===== src/rtl/rths_pkg.sv =====
// Shared RTHS definitions: record field positions, sort-direction encoding,
// frame-buffer state encoding and the pad-key helper.
package rths_pkg;

    localparam int REC_W   = 16;
    localparam int KEY_MSB = REC_W - 1;
    localparam int KEY_LSB = REC_W / 2;

    // Same meaning as the compare-exchange direction input.
    localparam logic DIR_ASC  = 1'b0;
    localparam logic DIR_DESC = 1'b1;

    typedef enum logic [1:0] {
        BUF_EMPTY   = 2'd0,
        BUF_FILLING = 2'd1,
        BUF_FULL    = 2'd2
    } buf_state_e;

    // Key that sorts to the tail: max key when ascending, zero when descending.
    function automatic logic [31:0] pad_key(input logic dir, input int w);
        if (dir == DIR_DESC) begin
            return 32'h0;
        end
        return 32'hFFFF_FFFF >> (32 - w / 2);
    endfunction

endpackage


===== src/rtl/rths_frame_loader_if.sv =====
// Record-stream input and frame output bundle of the RTHS frame loader.
interface rths_frame_loader_if #(
    parameter int W = 16,
    parameter int N = 8
);
    localparam int CW = $clog2(N) + 1;

    logic           direction;
    logic           in_valid;
    logic           in_ready;
    logic [W-1:0]   in_data;
    logic           in_last;
    logic           out_valid;
    logic           out_ready;
    logic [N*W-1:0] out_data;
    logic [CW-1:0]  out_count;
    logic           out_dir;

    // A transfer happens on a rising clock edge where valid & ready are both 1;
    // valid and its payload hold steady until that edge, ready never waits on valid.
    modport slave (
        input  direction, in_valid, in_data, in_last, out_ready,
        output in_ready, out_valid, out_data, out_count, out_dir
    );

    modport master (
        output direction, in_valid, in_data, in_last, out_ready,
        input  in_ready, out_valid, out_data, out_count, out_dir
    );

endinterface


===== src/rtl/rths_frame_buf.sv =====
// One frame buffer: slot writes, close-with-pad and clear, with an
// EMPTY/FILLING/FULL state machine whose state doubles as the full flag.
module rths_frame_buf
    import rths_pkg::*;
#(
    parameter int W = 16,
    parameter int N = 8
) (
    input  logic                     clk,
    input  logic                     rst,
    input  logic                     wr_en_i,
    input  logic [$clog2(N)-1:0]     wr_idx_i,
    input  logic [W-1:0]             wr_data_i,
    input  logic                     dir_i,
    input  logic                     close_i,
    input  logic                     clr_i,
    output logic [N*W-1:0]           data_o,
    output logic [$clog2(N):0]       count_o,
    output logic                     dir_o,
    output buf_state_e               state_o
);
    localparam int KW = W / 2;
    localparam int CW = $clog2(N) + 1;

    logic [N*W-1:0] data_q;
    logic [CW-1:0]  count_q;
    logic           dir_q;
    buf_state_e     state_q;
    logic           eff_dir;
    logic [KW-1:0]  pad_k;

    // A single-record frame closes in the same cycle its direction is latched.
    assign eff_dir = (wr_idx_i == '0) ? dir_i : dir_q;
    assign pad_k   = KW'(pad_key(eff_dir, W));

    always_ff @(posedge clk or negedge rst) begin
        if (!rst) begin
            data_q  <= '0;
            count_q <= '0;
            dir_q   <= DIR_ASC;
            state_q <= BUF_EMPTY;
        end else if (wr_en_i) begin
            data_q[int'(wr_idx_i)*W +: W] <= wr_data_i;
            if (wr_idx_i == '0) begin
                dir_q <= dir_i;
            end
            if (close_i) begin
                for (int s = 0; s < N; s++) begin
                    if (s > int'(wr_idx_i)) begin
                        data_q[s*W +: W] <= {pad_k, {KW{1'b0}}};
                    end
                end
                count_q <= CW'(wr_idx_i) + CW'(1);
                state_q <= BUF_FULL;
            end else begin
                state_q <= BUF_FILLING;
            end
        end else if (clr_i) begin
            state_q <= BUF_EMPTY;
        end
    end

    assign data_o  = data_q;
    assign count_o = count_q;
    assign dir_o   = dir_q;
    assign state_o = state_q;

endmodule


===== src/rtl/rths_frame_loader.sv =====
// RTHS input stage: packs a serial record stream into N-wide padded frames
// through two ping-pong buffers so filling and draining overlap.
module rths_frame_loader
    import rths_pkg::*;
#(
    parameter int W = 16,
    parameter int N = 8
) (
    input  logic                clk,
    input  logic                rst,
    rths_frame_loader_if.slave  bus
);
    localparam int IW = $clog2(N);
    localparam int CW = $clog2(N) + 1;

    logic           wsel_q;
    logic           rsel_q;
    logic [IW-1:0]  widx_q;

    logic [N*W-1:0] b_data  [2];
    logic [CW-1:0]  b_count [2];
    logic           b_dir   [2];
    buf_state_e     b_state [2];
    logic           b_full  [2];

    logic in_ready;
    logic in_fire;
    logic out_fire;
    logic close;

    assign in_ready = !b_full[wsel_q];
    assign in_fire  = bus.in_valid & in_ready;
    assign out_fire = b_full[rsel_q] & bus.out_ready;
    assign close    = in_fire & (bus.in_last | (widx_q == IW'(N - 1)));

    for (genvar g = 0; g < 2; g++) begin : g_buf
        rths_frame_buf #(.W(W), .N(N)) u_buf (
            .clk       (clk),
            .rst       (rst),
            .wr_en_i   (in_fire && (wsel_q == 1'(g))),
            .wr_idx_i  (widx_q),
            .wr_data_i (bus.in_data),
            .dir_i     (bus.direction),
            .close_i   (close),
            .clr_i     (out_fire && (rsel_q == 1'(g))),
            .data_o    (b_data[g]),
            .count_o   (b_count[g]),
            .dir_o     (b_dir[g]),
            .state_o   (b_state[g])
        );
        assign b_full[g] = (b_state[g] == BUF_FULL);
    end

    // A closing write and a drain always hit different buffers, so both pointers move freely.
    always_ff @(posedge clk or negedge rst) begin
        if (!rst) begin
            wsel_q <= 1'b0;
            rsel_q <= 1'b0;
            widx_q <= '0;
        end else begin
            if (in_fire) begin
                if (close) begin
                    widx_q <= '0;
                    wsel_q <= ~wsel_q;
                end else begin
                    widx_q <= widx_q + IW'(1);
                end
            end
            if (out_fire) begin
                rsel_q <= ~rsel_q;
            end
        end
    end

    assign bus.in_ready  = in_ready;
    assign bus.out_valid = b_full[rsel_q];
    assign bus.out_data  = b_data[rsel_q];
    assign bus.out_count = b_count[rsel_q];
    assign bus.out_dir   = b_dir[rsel_q];

endmodule


===== src/flat_wrapper.sv =====
// flat-port wrapper written by rule: the top's interface ports become plain ports
module rths_frame_loader_flat import rths_pkg::*;
#(
    parameter int W = 16,
    parameter int N = 8
)
  (clk, rst, bus_direction, bus_in_valid, bus_in_data, bus_in_last, bus_out_ready, bus_in_ready, bus_out_valid, bus_out_data, bus_out_count, bus_out_dir);
  rths_frame_loader_if #(.W(W), .N(N)) bus_i ();
  input  logic clk;
  input  logic rst;
  input wire logic [$bits(bus_i.direction)-1:0] bus_direction;
  input wire logic [$bits(bus_i.in_valid)-1:0] bus_in_valid;
  input wire logic [$bits(bus_i.in_data)-1:0] bus_in_data;
  input wire logic [$bits(bus_i.in_last)-1:0] bus_in_last;
  input wire logic [$bits(bus_i.out_ready)-1:0] bus_out_ready;
  output wire logic [$bits(bus_i.in_ready)-1:0] bus_in_ready;
  output wire logic [$bits(bus_i.out_valid)-1:0] bus_out_valid;
  output wire logic [$bits(bus_i.out_data)-1:0] bus_out_data;
  output wire logic [$bits(bus_i.out_count)-1:0] bus_out_count;
  output wire logic [$bits(bus_i.out_dir)-1:0] bus_out_dir;
  assign bus_i.direction = bus_direction;
  assign bus_i.in_valid = bus_in_valid;
  assign bus_i.in_data = bus_in_data;
  assign bus_i.in_last = bus_in_last;
  assign bus_i.out_ready = bus_out_ready;
  assign bus_in_ready = bus_i.in_ready;
  assign bus_out_valid = bus_i.out_valid;
  assign bus_out_data = bus_i.out_data;
  assign bus_out_count = bus_i.out_count;
  assign bus_out_dir = bus_i.out_dir;
  rths_frame_loader #(.W(W), .N(N)) u_core (.clk(clk), .rst(rst), .bus(bus_i));
endmodule

===== config.mk =====
export PLATFORM = sky130hd
export DESIGN_NAME = rths_frame_loader_flat
export DESIGN_NICKNAME = d
export VERILOG_FILES = /design/src/rtl/rths_pkg.sv /design/src/rtl/rths_frame_loader_if.sv /design/src/rtl/rths_frame_buf.sv /design/src/rtl/rths_frame_loader.sv /design/src/flat_wrapper.sv
export SDC_FILE = /design/constraint.sdc
export NUM_CORES = 1
export LEC_CHECK = 0
export CAP_MARGIN = 10
export CORE_MARGIN = 2
export CORE_UTILIZATION = 55
export DETAILED_ROUTE_END_ITERATION = 7
export GPL_ROUTABILITY_DRIVEN = 0
export MAX_ROUTING_LAYER = met4
export PLACE_DENSITY_LB_ADDON = 0.05
export SLEW_MARGIN = 20
export SYNTH_ARGS = -nofsm -noshare
export SYNTH_HDL_FRONTEND = slang
export SYNTH_SLANG_ARGS = --single-unit
export TNS_END_PERCENT = 20

===== constraint.sdc =====
create_clock -name clk -period 2.9 [get_ports clk]
set_clock_uncertainty 0.1 [all_clocks]
set_input_delay 0.29 -clock clk [delete_from_list [all_inputs] [get_ports clk]]
set_output_delay 0.29 -clock clk [all_outputs]
set_load 0.02 [all_outputs]

# Word-level counts from Yosys, hierarchy flattened
# Cells that the tools add are included.
[word_totals] inputBits=22 elab_cells=94 out_inout_bits=135 ff_bits=275
[classes] addsub=3 bitwise_logic=8 shift=2 eq_ne=3 n_reduce_logical=11 magnitude_cmp=9 mux=47
[op_table] operator="$mux 128" n=3
[op_table] operator="$bwmux 128" n=2
[op_table] operator="$mux 112" n=2
[op_table] operator="$mux 16" n=14
[op_table] operator="$shift 16x33->128 const A" n=1
[op_table] operator="$shiftx 16x33->128" n=1
[op_table] operator="$neg 7->33" n=1
[op_table] operator="$mux 8" n=4
[op_table] operator="$mux 1" n=13
[op_table] operator="$gt 3x3->1 const A" n=4
[op_table] operator="$mux 4" n=3
[op_table] operator="$mux 2" n=5
[op_table] operator="$gt 2x3->1 const A" n=2
[op_table] operator="$reduce_and 2->1" n=3
[op_table] operator="$add 3x1->4 const B" n=1
[op_table] operator="$eq 2x2->1 const B" n=2
[op_table] operator="$ge 2x2->1 const B" n=2
[op_table] operator="$logic_and 1x1->1" n=4
[op_table] operator="$not 1->2" n=2
[op_table] operator="$reduce_bool 2->1" n=2
[op_table] operator="$add 3x1->3 const B" n=1
[op_table] operator="$and 1x1->1" n=3
[op_table] operator="$eq 3x3->1 const B" n=1
[op_table] operator="$gt 1x3->1 const A" n=1
[op_table] operator="5 further kinds" n=6

# Depth between registers and ports, before layout
[depth] depth_word=9 ltp_mapped=11 mapped_depth_nobuf=7

# Cells and area by module
# Synthesis repeated with hierarchy kept, for this count alone.
[hier_totals] cells_unflattened=1140 hier_area_um2=13392.8
[by_module_without_submodules] module="rths_frame_buf at u_core.g_buf[0].u_buf" instances=1 seq_area_each_um2=3378.2 cells_each=549 area_each_um2=5962.0
[by_module_without_submodules] module="rths_frame_buf at u_core.g_buf[1].u_buf" instances=1 seq_area_each_um2=3378.2 cells_each=407 area_each_um2=5452.7
[by_module_without_submodules] module="rths_frame_loader" instances=1 seq_area_each_um2=125.1 cells_each=184 area_each_um2=1978.1

# Least setup slack after synthesis
# No wires, ideal clock.
[synth_path] kind="reg-to-reg" startpoint="register u_core.widx_q[1]" endpoint="register u_core.g_buf[1].u_buf.data_q[120]" path_stages_with_launch=9 t_arrival_ns=2.452 setup_ns=0.072 t_required_ns=2.728 setup_slack_ns=0.276 n_path_buf=1 cell_sequence="dfrtp_1 -> buf_2 -> inv_1 -> ha_1 -> ha_1 -> or4b_4 -> a2111oi_4 -> a22oi_1 -> nand2_1"
[synth_via] elab_chain_len=6
[synth_rtl] item="from (decl)" line_no="rths_frame_loader.sv:18" rtl="logic [IW-1:0] widx_q;"
[synth_rtl] item="from (signal assigned)" line_no="rths_frame_loader.sv:66" rtl="widx_q <= widx_q + IW'(1);"
[synth_rtl] item="branches (longest 5 deep; another with $neg 7->33)"
[synth_rtl] item="$mux 112 (*)" line_no="rths_frame_buf.sv:47" rtl="if (close_i) begin"
[synth_rtl] item="to (signal, indexed assignment)" line_no="rths_frame_buf.sv:43" rtl="data_q[int'(wr_idx_i)*W +: W] <= wr_data_i;"
[synth_rtl] item="to (signal, indexed assignment)" line_no="rths_frame_buf.sv:50" rtl="data_q[s*W +: W] <= {pad_k, {KW{1'b0}}};"
[synth_rtl] item="to (decl)" line_no="rths_frame_buf.sv:25" rtl="logic [N*W-1:0] data_q;"
# Every way passes the cells marked *.
# A chain may end at the register's enable or synchronous reset.

# Worst setup path in the final report
[layout_path] startpoint="register u_core.rsel_q" endpoint="output port bus_out_data[86]"
[layout_via] elab_chain_len=4
[layout_rtl] item="from (decl)" line_no="rths_frame_loader.sv:17" rtl="logic rsel_q;"
[layout_rtl] item="from (signal assigned)" line_no="rths_frame_loader.sv:70" rtl="rsel_q <= ~rsel_q;"
[layout_rtl] item="$not 1->2 (implied by the code)" line_no="rths_frame_loader.sv:77" rtl="assign bus.out_data = b_data[rsel_q];"
[layout_rtl] item="$mux 128 (implied by the code) (3 in a row)" line_no="rths_frame_loader.sv:77"
[layout_rtl] item="to (decl)" line_no="flat_wrapper.sv:18" rtl="output wire logic [$bits(bus_i.out_data)-1:0] bus_out_data;"
# Every way passes these cells. The select of a mux whose other input is x is not followed.

==> results.sh <==
export IMPL_status="finished, final reports clean"
export IMPL_drt_total_wl_um=35800
export IMPL_yosysUniqueCellTypes=53
export IMPL_synth_seq_cells=275
export IMPL_worst_path_max_fanout=33
export IMPL_route_detailed_drc=0
export IMPL_yosysWarnings=0
export IMPL_cp_arrival_ns=2.47
export IMPL_hp_class="in -> async"
export IMPL_ir_worst_vdd_mv=0.704
export IMPL_finalHoldViolCount=0
export IMPL_area_growth_pct=24.5
export IMPL_num_rows=55
export IMPL_fin_cells=1477
export IMPL_worstMarginPinSlew_ns=0.930
export IMPL_finalSetupViolations=0
export IMPL_path_class="reg -> out"
export IMPL_ant_nets=0
export IMPL_post_route_cells_drive_above_1_share_pct=24.7
export IMPL_cts_tree="done"
export IMPL_fin_setup_tns_ns=0
export IMPL_antenna_found_initial=1
export IMPL_yosys_top_cells_count="dfrtp_1, mux2_2, a22o_1, nand2_1, a221o_1"
export IMPL_period_minus_slack_ns=2.86
export IMPL_grt_max_degree=83
export IMPL_clkSinkCount=275
export IMPL_clock_path_buffers=3
export IMPL_synth_top_cell_by_area="dfrtp_1"
export IMPL_max_freq_mhz=350
export IMPL_via_per_inst=6.50
export IMPL_core_um2=22600
export IMPL_die_y_um=155
export IMPL_cts_buffers=29
export IMPL_wl_per_cell_um=24.3
export IMPL_firstDrtPassIters=5
export IMPL_cts_clk_slew_worst_paths_ns=0.06
export IMPL_ctsRootBufferMaster="clkbuf_16"
export IMPL_final_nets=1200
export IMPL_vias=9600
export IMPL_start_util_pct=55.9
export IMPL_rsz0062_at_grt="true"
export IMPL_r2r_start="u_core.widx_q[0]"
export IMPL_grt_pass1_vias=9497
export IMPL_grt_pass1_wl_um=56200
export IMPL_critPathLaunch="u_core.rsel_q"
export IMPL_synth_seq_area_share_pct=54.6
export IMPL_syn_area_um2=12600
export IMPL_overflow=0
export IMPL_numPortBuffers=156
export IMPL_worstPathRequired_ns=2.51
export IMPL_drv_slew=0
export IMPL_dpl_cell_count=1422
export IMPL_start_kind="register"
export IMPL_cp_end_kind="primary output"
export IMPL_htree_levels=1
export IMPL_die_w_um=155
export IMPL_synthTopCellsByArea="dfrtp_1, mux2_2, a22o_1"
export IMPL_fillers=1647
export IMPL_layout_worst_path_cycle_share_pct=98.5
export IMPL_syn_nets=1045
export IMPL_max_cap_viol_count=0
export IMPL_synth_top_area_share_pct=54.6
export IMPL_synth_flop_cell="dfrtp_1"
export IMPL_syn_avg_cell_area_um2=12.4
export IMPL_clock_latency_ns=0.55
export IMPL_total_leakage_power_nw=7.34
export IMPL_grt_usage_pct=30.6
export IMPL_ios=157
export IMPL_p_per_area_nw_per_um2=1120
export IMPL_slew_headroom_pct=38.0
export IMPL_hpwl_um=23000
export IMPL_die_area_um2=24200
export IMPL_synth_edff_count=0
export IMPL_synthCells=1017
export IMPL_synthArstFlopShare_pct=100
export IMPL_synthMostInstantiatedCell="dfrtp_1"
export IMPL_drt_initial_drc_count=809
## cells in the final DEF, fill, tap and decap left out, types with 11 or more instances in the layout
master,n
a21oi_1,31
a221o_1,62
a22o_1,80
a22oi_1,18
a32o_1,20
buf_4,58
clkbuf_16,29
clkdlybuf4s50_1,132
dfrtp_1,274
dlymetal6s2s_1,23
inv_1,15
mux2_2,157
nand2_1,66
nor2_1,13
nor3_1,11
o21ai_0,31
o22a_1,16
o2bb2ai_1,12
## cells by family (layout without fill, tap and decap cells)
logic type,after synthesis,in the layout,share of synthesized area (%)
AOI/OAI and AO/OA,311,311,20.3
muxes,164,164,14.6
adders and majority gates,6,6,0.595
DFF,275,275,54.6
and+or+nand+nor,148,148,6.06
buffers and inverters,113,287,3.87
other,0,1,0
## state kept, by name (all words and copies together) (netlist names)
register                    cells
u_core.widx_q                   3
u_core.g_buf.u_buf.data_o     256
u_core.wsel_q                   1
u_core.g_buf.u_buf.state_o      4
u_core.g_buf.u_buf.count_o      8
u_core.rsel_q                   1
u_core.g_buf.u_buf.dir_o        2
## path summary, 6_finish.rpt
| check | end | slack [ns] | cells past startpoint |
|---|---|---|---|
| min | u_core.g_buf[1].u_buf.data_o[109] | 0.25 | 2 |
| min in group clk | u_core.rsel_q | 0.35 | 2 |
| max in group asynchronous | u_core.rsel_q | 1.61 | 3 |
| max reg2reg | u_core.g_buf[0].u_buf.data_o[95] | 0.13 | 9 |
| max | bus_out_data[86] | 0.04 | 3 |
| min reg2reg | u_core.g_buf[1].u_buf.count_o[3] | 0.38 | 2 |
## through the flow
stage                     setup WS [ns]  util, %  instance area [um2]  hold WS (ns)  power, W
final                            0.0439     69.5                15700         0.245    0.0176
after global routing            -0.0193     69.5                15700         0.280    0.0184
after CTS                        0.0243     69.1                15600         0.270    0.0176
after detailed placement          0.104     64.9                14700         0.245    0.0139
after global placement            0.203     64.9                14700         0.238    0.0137
after floorplan                   0.276        -                12600        -0.106    0.0107
## worst max-delay path, stage by stage (launching register included)
cell and delay, ns:
dfrtp_4 0.71, buf_12 0.27, mux2_2 0.37, clkdlybuf4s50_1 0.56
## timing repair
| item | CTS | global route |
|---|---|---|
| resized for setup | 0 | 28 |
| hold buffers | 1 | 0 |
| setup endpoints to repair | 0 | 94 |
| hold endpoints to repair | 77 | 0 |
| setup buffers | 0 | 3 |
## final cells by class
cell class | instances | area (um2) | share of cell area, %
multi-input cells | 629 | 5260 | 33.5
inverters | 15 | 56.3 | 0.359
flip-flops and latches | 275 | 6890 | 43.9
repair buffers | 222 | 2220 | 14.1
well taps | 285 | 357 | 2.27
diodes | 1 | 2.50 | 0.0159
clock inverters | 10 | 103 | 0.654
clock buffers | 40 | 817 | 5.20
## metal layers
layer | track usage, % | vias to the layer above | wire (um)
met5 | - | - | 0
met4 | 7.78 | 0 | 858
met3 | 4.68 | 71 | 2800
met2 | 45.7 | 437 | 16500
met1 | 44.5 | 4915 | 15700
li1 | - | 4177 | -
## power by group
group	switching (W)	leakage, nW	internal (W)
Clock	0.00151	0.456	0.00213
Sequential	0.000769	3.58	0.00509
Combinational	0.00416	3.30	0.00389
(Power assumes the default switching activity.)
